**config.mk**
```make
export PLATFORM = sky130hd
export DESIGN_NAME = lms_fir_adapt
export DESIGN_NICKNAME = d
export VERILOG_FILES = /design/src/rtl/lms_fir_adapt.sv
export SDC_FILE = /design/constraint.sdc
export NUM_CORES = 2
export LEC_CHECK = 0
export CORE_MARGIN = 1.5
export CORE_UTILIZATION = 55
export DETAILED_ROUTE_END_ITERATION = 10
export PLACE_DENSITY_LB_ADDON = 0.25
export SLEW_MARGIN = 20
export SYNTH_ARGS = -nofsm -noshare
export SYNTH_HDL_FRONTEND = slang
export SYNTH_SLANG_ARGS = --single-unit
```
**constraint.sdc**
```tcl
create_clock -name clk -period 32.8 [get_ports clk]
set_input_delay 6.56 -clock clk [delete_from_list [all_inputs] [get_ports clk]]
set_output_delay 6.56 -clock clk [all_outputs]
set_load 0.05 [all_outputs]
```
**src/rtl/lms_fir_adapt.sv**
```systemverilog
// Sequential LMS adaptive FIR: one shared multiplier, time-multiplexed MAC then optional coefficient update.
// Optional macro LMS_SATURATE_EN saturates y, err and updated coefficients instead of wrapping.
module lms_fir_adapt #(
    parameter int unsigned W        = 32,
    parameter int unsigned TAPS     = 3,
    parameter int unsigned MU_SHIFT = 4,
    parameter int unsigned AW       = $clog2(TAPS)
) (
    input  logic          clk,
    input  logic          clr,
    input  logic          in_valid,
    output logic          in_ready,
    input  logic [W-1:0]  x,
    input  logic [W-1:0]  d,
    input  logic          adapt_en,
    input  logic          coef_we,
    input  logic [AW-1:0] coef_addr,
    input  logic [W-1:0]  coef_wdata,
    output logic [W-1:0]  coef_rdata,
    output logic [W-1:0]  y,
    output logic [W-1:0]  err,
    output logic          out_valid,
    output logic          busy
);
    localparam int unsigned ACCW = 2 * W + AW;

    typedef enum logic [1:0] {IDLE, MAC, UPDATE} state_t;

    state_t                 state;
    logic [AW-1:0]          idx;
    logic signed [W-1:0]    xd [TAPS];
    logic signed [W-1:0]    h  [TAPS];
    logic signed [W-1:0]    d_lat;
    logic                   adapt_lat;
    logic signed [ACCW-1:0] acc;

    logic signed [W-1:0]    mul_a;
    logic signed [W-1:0]    mul_b;
    logic signed [2*W-1:0]  prod;
    logic signed [ACCW-1:0] acc_sum;
    logic signed [ACCW-1:0] upd_sum;
    logic signed [ACCW-1:0] err_full;
    logic signed [W-1:0]    y_new;
    logic signed [W-1:0]    err_new;
    logic signed [W-1:0]    h_upd;
    logic                   last;

`ifdef LMS_SATURATE_EN
    // Clamp a wide signed value into the W-bit two's complement range.
    function automatic logic signed [W-1:0] sat(input logic signed [ACCW-1:0] v);
        logic signed [ACCW-1:0] hi;
        logic signed [ACCW-1:0] lo;
        hi = ACCW'({1'b0, {(W-1){1'b1}}});
        lo = -hi - ACCW'(1);
        if (v > hi)      sat = W'(hi);
        else if (v < lo) sat = W'(lo);
        else             sat = W'(v);
    endfunction
`endif

    // Shared multiplier: h*xd while filtering, err*xd while adapting.
    always_comb begin
        last     = (idx == AW'(TAPS - 1));
        mul_a    = (state == UPDATE) ? $signed(err) : h[idx];
        mul_b    = xd[idx];
        prod     = (2*W)'(mul_a) * (2*W)'(mul_b);
        acc_sum  = acc + ACCW'(prod);
        upd_sum  = ACCW'(h[idx]) + ACCW'(prod >>> MU_SHIFT);
`ifdef LMS_SATURATE_EN
        y_new    = sat(acc_sum);
        err_full = ACCW'(d_lat) - ACCW'(y_new);
        err_new  = sat(err_full);
        h_upd    = sat(upd_sum);
`else
        y_new    = W'(acc_sum);
        err_full = ACCW'(d_lat) - ACCW'(y_new);
        err_new  = W'(err_full);
        h_upd    = W'(upd_sum);
`endif
    end

    always_ff @(posedge clk or negedge clr) begin
        if (!clr) begin
            state      <= IDLE;
            idx        <= '0;
            d_lat      <= '0;
            adapt_lat  <= 1'b0;
            acc        <= '0;
            y          <= '0;
            err        <= '0;
            coef_rdata <= '0;
            out_valid  <= 1'b0;
            busy       <= 1'b0;
            in_ready   <= 1'b1;
            for (int unsigned k = 0; k < TAPS; k++) begin
                xd[k] <= '0;
                h[k]  <= '0;
            end
        end else begin
            out_valid  <= 1'b0;
            // Read port sees the array before any write on this edge.
            coef_rdata <= (32'(coef_addr) < TAPS) ? h[coef_addr] : '0;
            case (state)
                IDLE: begin
                    if (coef_we && (32'(coef_addr) < TAPS)) begin
                        h[coef_addr] <= coef_wdata;
                    end
                    if (in_valid) begin
                        xd[0] <= x;
                        for (int unsigned k = 1; k < TAPS; k++) begin
                            xd[k] <= xd[k-1];
                        end
                        d_lat     <= d;
                        adapt_lat <= adapt_en;
                        acc       <= '0;
                        idx       <= '0;
                        state     <= MAC;
                        in_ready  <= 1'b0;
                        busy      <= 1'b1;
                    end
                end
                MAC: begin
                    acc <= acc_sum;
                    if (last) begin
                        y         <= y_new;
                        err       <= err_new;
                        out_valid <= 1'b1;
                        idx       <= '0;
                        if (adapt_lat) begin
                            state <= UPDATE;
                        end else begin
                            state    <= IDLE;
                            in_ready <= 1'b1;
                            busy     <= 1'b0;
                        end
                    end else begin
                        idx <= idx + AW'(1);
                    end
                end
                UPDATE: begin
                    h[idx] <= h_upd;
                    if (last) begin
                        idx      <= '0;
                        state    <= IDLE;
                        in_ready <= 1'b1;
                        busy     <= 1'b0;
                    end else begin
                        idx <= idx + AW'(1);
                    end
                end
                default: begin
                    state    <= IDLE;
                    in_ready <= 1'b1;
                    busy     <= 1'b0;
                end
            endcase
        end
    end

endmodule

```
Word-level counts from Yosys, hierarchy flattened
Cells that the tools add are included.
- flip-flop bits (word level): 394
- word-level logic and storage cells: 93
- input bits: 103
- output and inout bits: 99
- mux-type cells: 41
- magnitude comparators: 5
- add/sub/neg operators: 4
- reductions and logical operators: 15
- equality and inequality tests: 8
- bitwise operators: 2
- multipliers: 1
- operators with widths (kind ; count):
    2-to-1 mux 32 bit ; 10
    binary-select mux 32 bit (select 2 bit) ; 3
    bitwise mux 96 bit ; 2
    case mux 96 bit (2 select lines) ; 1
    case mux 66 bit (2 select lines) ; 1
    demux 32 bit (select 2 bit) ; 2
    2-to-1 mux 96 bit ; 1
    adder 66 x 64 -> 66 bit ; 1
    2-to-1 mux 66 bit ; 1
    multiplier 32 x 32 -> 64 bit ; 1
    adder 32 bit ; 1
    subtractor 32 bit ; 1
    2-to-1 mux 2 bit ; 6
    2-to-1 mux 1 bit ; 10
    inequality test 2 bit (second input constant) ; 5
    AND reduction 2 bit ; 5
    greater-or-equal comparator 3 bit (second input constant) ; 2
    < comparator 3 x 1 -> 1 bit (second input constant) ; 2
    inverter 2 -> 3 bit ; 2
    case mux 1 bit (3 select lines) ; 2
    case mux 2 bit (3 select lines) ; 1
    nonzero test 2 bit ; 3
    equality test 2 bit (second input constant) ; 2
    case mux 2 bit (2 select lines) ; 1
    8 further kinds ; 10

Logic depth before layout (Yosys ltp)
- word-level depth: 9
- mapped depth: 55
- gate-level depth less buffers: 49

Worst setup path after synthesis
Ideal clock, no wire load.
- path kind: register to register
- start point: register state[0]
- end point: register err[31]
- required time: 32.674 ns
- cell stages (with the launch flop): 52
- period minus slack after synthesis: 11.265 ns
- setup time: 0.126 ns
- arrival time: 11.139 ns
- path buffers: 4
- slack: 21.535 ns
- cells stage by stage: dfrtp_1 -> inv_1 -> ha_1 -> clkbuf_1 -> inv_2 -> buf_1 -> buf_1 -> mux2i_1 -> clkbuf_1 -> nor2_1 -> fa_1 -> fa_1 -> inv_1 -> fa_1 -> inv_1 -> fa_1 -> ha_1 -> ha_1 -> [... 16 more ...] -> a22oi_1 -> nand2b_1 -> a21oi_1 -> xor2_1 -> ha_1 -> nand4_1 -> nor2_1 -> nand2_1 -> nand3_1 -> o21ai_0 -> a31oi_1 -> a221o_1 -> o211a_1 -> o31a_1 -> maj3_2 -> o22ai_1 -> a211o_1 -> nand3_1
- longest elaborated chain between the ends: 5
- elaborated cells between the ends (all ways): 7
- classes of those cells: 2 x add/sub; 1 x mul; 2 x eq/ne; 1 x mux; 1 x reduce/logical
- RTL lines (element ; RTL line ; text):
    start: declaration ; 29 ; state_t state;
    start signal: assignment ; 84 ; state <= IDLE;
    start signal: assignment ; 117 ; state <= MAC;
    start signal: assignment ; 130 ; state <= UPDATE;
    equality test 2 bit ; 64 ; mul_a = (state == UPDATE) ? $signed(err) : h[idx];
    2-to-1 mux 32 bit ; 64 ;
    multiplier 32 x 32 -> 64 bit ; 66 ; prod = (2*W)'(mul_a) * (2*W)'(mul_b);
    adder 66 x 64 -> 66 bit ; 67 ; acc_sum = acc + ACCW'(prod);
    subtractor 32 bit ; 76 ; err_full = ACCW'(d_lat) - ACCW'(y_new);
    end signal: assignment ; 126 ; err <= err_new;
    end: declaration ; 21 ; output logic [W-1:0] err,
Parallel ways exist; a longest one is shown, timed or not.
A chain may end at the register's enable or synchronous reset.

Worst setup path after layout
- start point: register idx[1]
- end point: register err[31]
- longest elaborated chain between the ends: 8
- elaborated cells between the ends (all ways): 13
- classes of those cells: 2 x add/sub; 1 x mul; 1 x eq/ne; 7 x mux; 1 x bitwise; 1 x reduce/logical
- RTL lines (element ; RTL line ; text):
    start: declaration ; 30 ; logic [AW-1:0] idx;
    start signal: assignment ; 137 ; idx <= idx + AW'(1);
    start signal: assignment ; 148 ; idx <= idx + AW'(1);
    inverter 2 -> 3 bit (implied by the code) ; 64, 65 ;
    binary-select mux 32 bit (select 2 bit) ; 64 ;
    2-to-1 mux 32 bit (implied by the code) (2 in a row) ; 64 ;
    2-to-1 mux 32 bit ; 64 ;
    multiplier 32 x 32 -> 64 bit ; 66 ;
    adder 66 x 64 -> 66 bit ; 67 ;
    subtractor 32 bit ; 76 ;
Parallel ways exist; a longest one is shown, timed or not. The select of a mux whose other input is x is not followed.

==> results list <==
- CTS tree: yes
* Die Outline Area: 0.0738 mm2
- Summed over all failing endpoints, the final setup total negative slack is 0 ps.
- Entering global routing, the biggest net connects 90 pins.
- Via count of the first global-routing pass: 32700
- The mapped netlist covers a little under 0.04 mm2.
- The first global-routing pass estimated 197000 um of wire.
* Number of instances resized during post-cts repair: 0
- Critical Path Slowest Stage Cell: sky130_fd_sc_hd__buf_4
* Fraction of the cycle the final worst path needs: 0.408
- The worst setup path is of the reg -> reg kind.
- Min-Delay Path Class: reg -> reg
- Asr flop ratio synth: 1.00
* Crit. End Element: flip-flop
- Measured along the y axis, the die boundary spans 272 um.
- Number of hold-slack violations in the final timing report: 0
- Final routed DRC violation total: 0
- Maximum clock path buffer count: 3
- After detailed routing, the number of vias per cell comes to 5.93.
- Post-DP HPWL: 101000 um
- In this run, synthesis inferred 0 flip-flops with an integrated enable.
- Via Count: around 32000
- Counting the fill cells in the layout gives 6070.
* Number of port buffers: 201
- Counting every net in the synthesized netlist gives 5219.
* Number of synthesized register bits: 360
- Total congestion overflow: 0
* Top-count cell post-synth: sky130_fd_sc_hd__inv_1
- Placer Congestion: 1.02
- Critical path launch point type: flip-flop
- CTS placed an instance of sky130_fd_sc_hd__clkbuf_16 at the clock tree root.
- Total count of max-transition violations in the final report: 0
* Total CTS buffers: 40
- Share of post-route cells with drive strength above 1: 0.0842
- Clock tree synthesis found a total of 360 sinks.
- Post-detailed-route count of antenna-violating nets: 0
- Before antenna repair, the detailed router went through 6 iterations.
* Proportion of netlist area held by the largest area contributor: 0.268
* Detailed-route wire length: 129000 um
- Core Area: ~0.071 mm2
- The share of the Yosys chip area taken by registers is 0.227.
* Post-CTS setup buffer count: 0
- After clock tree synthesis, the clock-pin slew on the worst setup and hold paths is 60 ps.
- Antenna violations before repair: 2
- Shortest clock period the worst path allows after layout: around 13000 ps
* Total of max-cap violations: 0
- In the synthesized netlist, the cells that appear most often are sky130_fd_sc_hd__inv_1 (597), sky130_fd_sc_hd__nand2_1 (559), sky130_fd_sc_hd__fa_1 (532).
* Synth Instances: 4339
* Setup violation total in the final timing report: 0
* Worst max-slew margin expressed relative to the limit: 0.203
- Slew at the pin closest to its max-slew limit: approximately 1200 ps
- At the worst endpoint, the required time is 33270 ps.
- Ranking of synthesized cells by area: sky130_fd_sc_hd__fa_1 (27%), sky130_fd_sc_hd__dfrtp_1 (23%), sky130_fd_sc_hd__ha_1 (7.7%)
- Number of hold buffers added after cts: 0
* Maximum fanout along the worst path: 72
- The Yosys step of the flow raised 0 warnings.
* Arrival @ worst endpoint: approximately 14000 ps
- Number of placement rows: 98
- In the synthesized netlist the dominant register cell turns out to be sky130_fd_sc_hd__dfrtp_1.
* Synth area leader: sky130_fd_sc_hd__fa_1
- Skew-Pair Late Insertion Delay: 600 ps
- Most prevalent standard cell on the critical path: sky130_fd_sc_hd__fa_1
- Overall global routing resource usage: 0.355
- Yosys mapped the design onto approximately 70 distinct sky130hd cell types.
- Dividing the detail-routed wire length by the instance count gives 23.6 um.
- approximately 200 I/O pins were placed.
- In this design, the stage delay of the slowest critical-path cell is 760 ps.
- For the final database, setup skew stands at 59.0 ps.
- H-tree level count: 2
- The final layout contains around 5400 nets.
* 1st-iter DRT viols: 3252
- Measured along the x axis, the die boundary spans 272 um.
* Synthesis-to-layout area growth: 11.6%
- Effective utilization at floorplan: 0.555
- Setup repair after global routing left no endpoint under its margin.
- Based on the critical path, the design can be clocked at up to about 75 MHz.
- The run finished with clean final reports.
- Synthesized area divided by synthesized cell count: 9.15 um2
## state kept, by name, indices dropped and copies added (netlist names)
register    count
xd             96
out_valid       1
d_lat          32
coef_rdata     32
idx             2
busy            1
y              32
h              96
err            32
adapt_lat       1
in_ready        1
state           2
acc            32
## worst paths after layout
check	from	to	slack (ps)	depth (start not counted)
worst min register to register	y[10]	y[10]	480	2
min in group asynchronous	clr	y[10]	5960	1
max in group asynchronous	clr	xd[49]	24630	3
worst max register to register	idx[1]	err[31]	19410	49
worst max-delay path	idx[1]	err[31]	19410	49
worst min-delay path	y[10]	y[10]	480	2
## logic make-up after synthesis
group,synth area share
multiplexers,0.0765
adder cells (fa/ha/maj),0.346
AND/OR/NAND/NOR,0.125
buffers and inverters,0.0757
flip-flops,0.227
AO/OA/AOI/OAI,0.113
XOR/XNOR,0.0363
## metrics by stage
step	std cells	util	hold WS [ps]	cell area, um2	worst slack, ps
2_1_floorplan	4339	-	452	39700	21540
3_3_place_gp	5378	0.601	467	43000	19760
3_5_place_dp	5378	0.601	473	43000	19570
4_1_cts	5452	0.620	487	44300	19540
5_1_grt	5452	0.620	519	44300	18630
6_report	5454	0.620	484	44300	19410
## layout by cell type (no fill, tap or decap), types with 9 or more instances in the layout
cell type                           n
sky130_fd_sc_hd__a22oi_1           74
sky130_fd_sc_hd__nand3_1           24
sky130_fd_sc_hd__nor2b_1           15
sky130_fd_sc_hd__mux2i_1          117
sky130_fd_sc_hd__fa_1             532
sky130_fd_sc_hd__and2_1            20
sky130_fd_sc_hd__mux2i_2           11
sky130_fd_sc_hd__o21ai_0          319
sky130_fd_sc_hd__mux2_2           156
sky130_fd_sc_hd__nor2_1           482
sky130_fd_sc_hd__o21a_1            20
sky130_fd_sc_hd__inv_1            597
sky130_fd_sc_hd__nor3_1            26
sky130_fd_sc_hd__a31oi_1           14
sky130_fd_sc_hd__xor2_1            37
sky130_fd_sc_hd__o21bai_1          13
sky130_fd_sc_hd__and3_1            13
sky130_fd_sc_hd__nand2_1          557
sky130_fd_sc_hd__a21oi_1          122
sky130_fd_sc_hd__a32oi_1           15
sky130_fd_sc_hd__dfrtp_1          357
sky130_fd_sc_hd__a211oi_1          15
sky130_fd_sc_hd__clkbuf_16         41
sky130_fd_sc_hd__xnor2_1          125
sky130_fd_sc_hd__buf_4             87
sky130_fd_sc_hd__a21o_1            51
sky130_fd_sc_hd__or2_2             19
sky130_fd_sc_hd__nand2b_1          22
sky130_fd_sc_hd__o211ai_1           9
sky130_fd_sc_hd__nand4_1           12
sky130_fd_sc_hd__clkbuf_8          11
sky130_fd_sc_hd__ha_1             245
sky130_fd_sc_hd__clkdlybuf4s50_1  199
## worst max-delay path: cells and delay by family (launching register included)
kind | cells | cell delay, ps
compound gates | 18 | 4020
xor+xnor | 1 | 280
fa+ha+maj | 12 | 4840
buf+inv | 7 | 1870
flops | 1 | 340
mux | 1 | 130
simple gates | 10 | 1750
## area by class of cell
type                    count  area (um2)  share of cell area
diodes                      2        5.00            0.000113
clock inverters            16         151             0.00342
well taps                 950        1190              0.0268
inverters                 598        2240              0.0506
multi-input cells        3182       27900               0.628
repair buffers            288        2670              0.0601
flip-flops and latches    360        9010               0.203
clock buffers              58        1200              0.0271
## per-layer routing
metal	share of wire	global-route usage	vias to the layer above
li1	-	-	14300
met1	0.41	0.497	16100
met2	0.43	0.528	1664
met3	0.11	0.0883	306
met4	0.045	0.145	0
met5	0	0	-
Power is left out: the tool's default activity adds up to more than one toggle a clock period on the data nets, which glitch-free logic cannot reach.
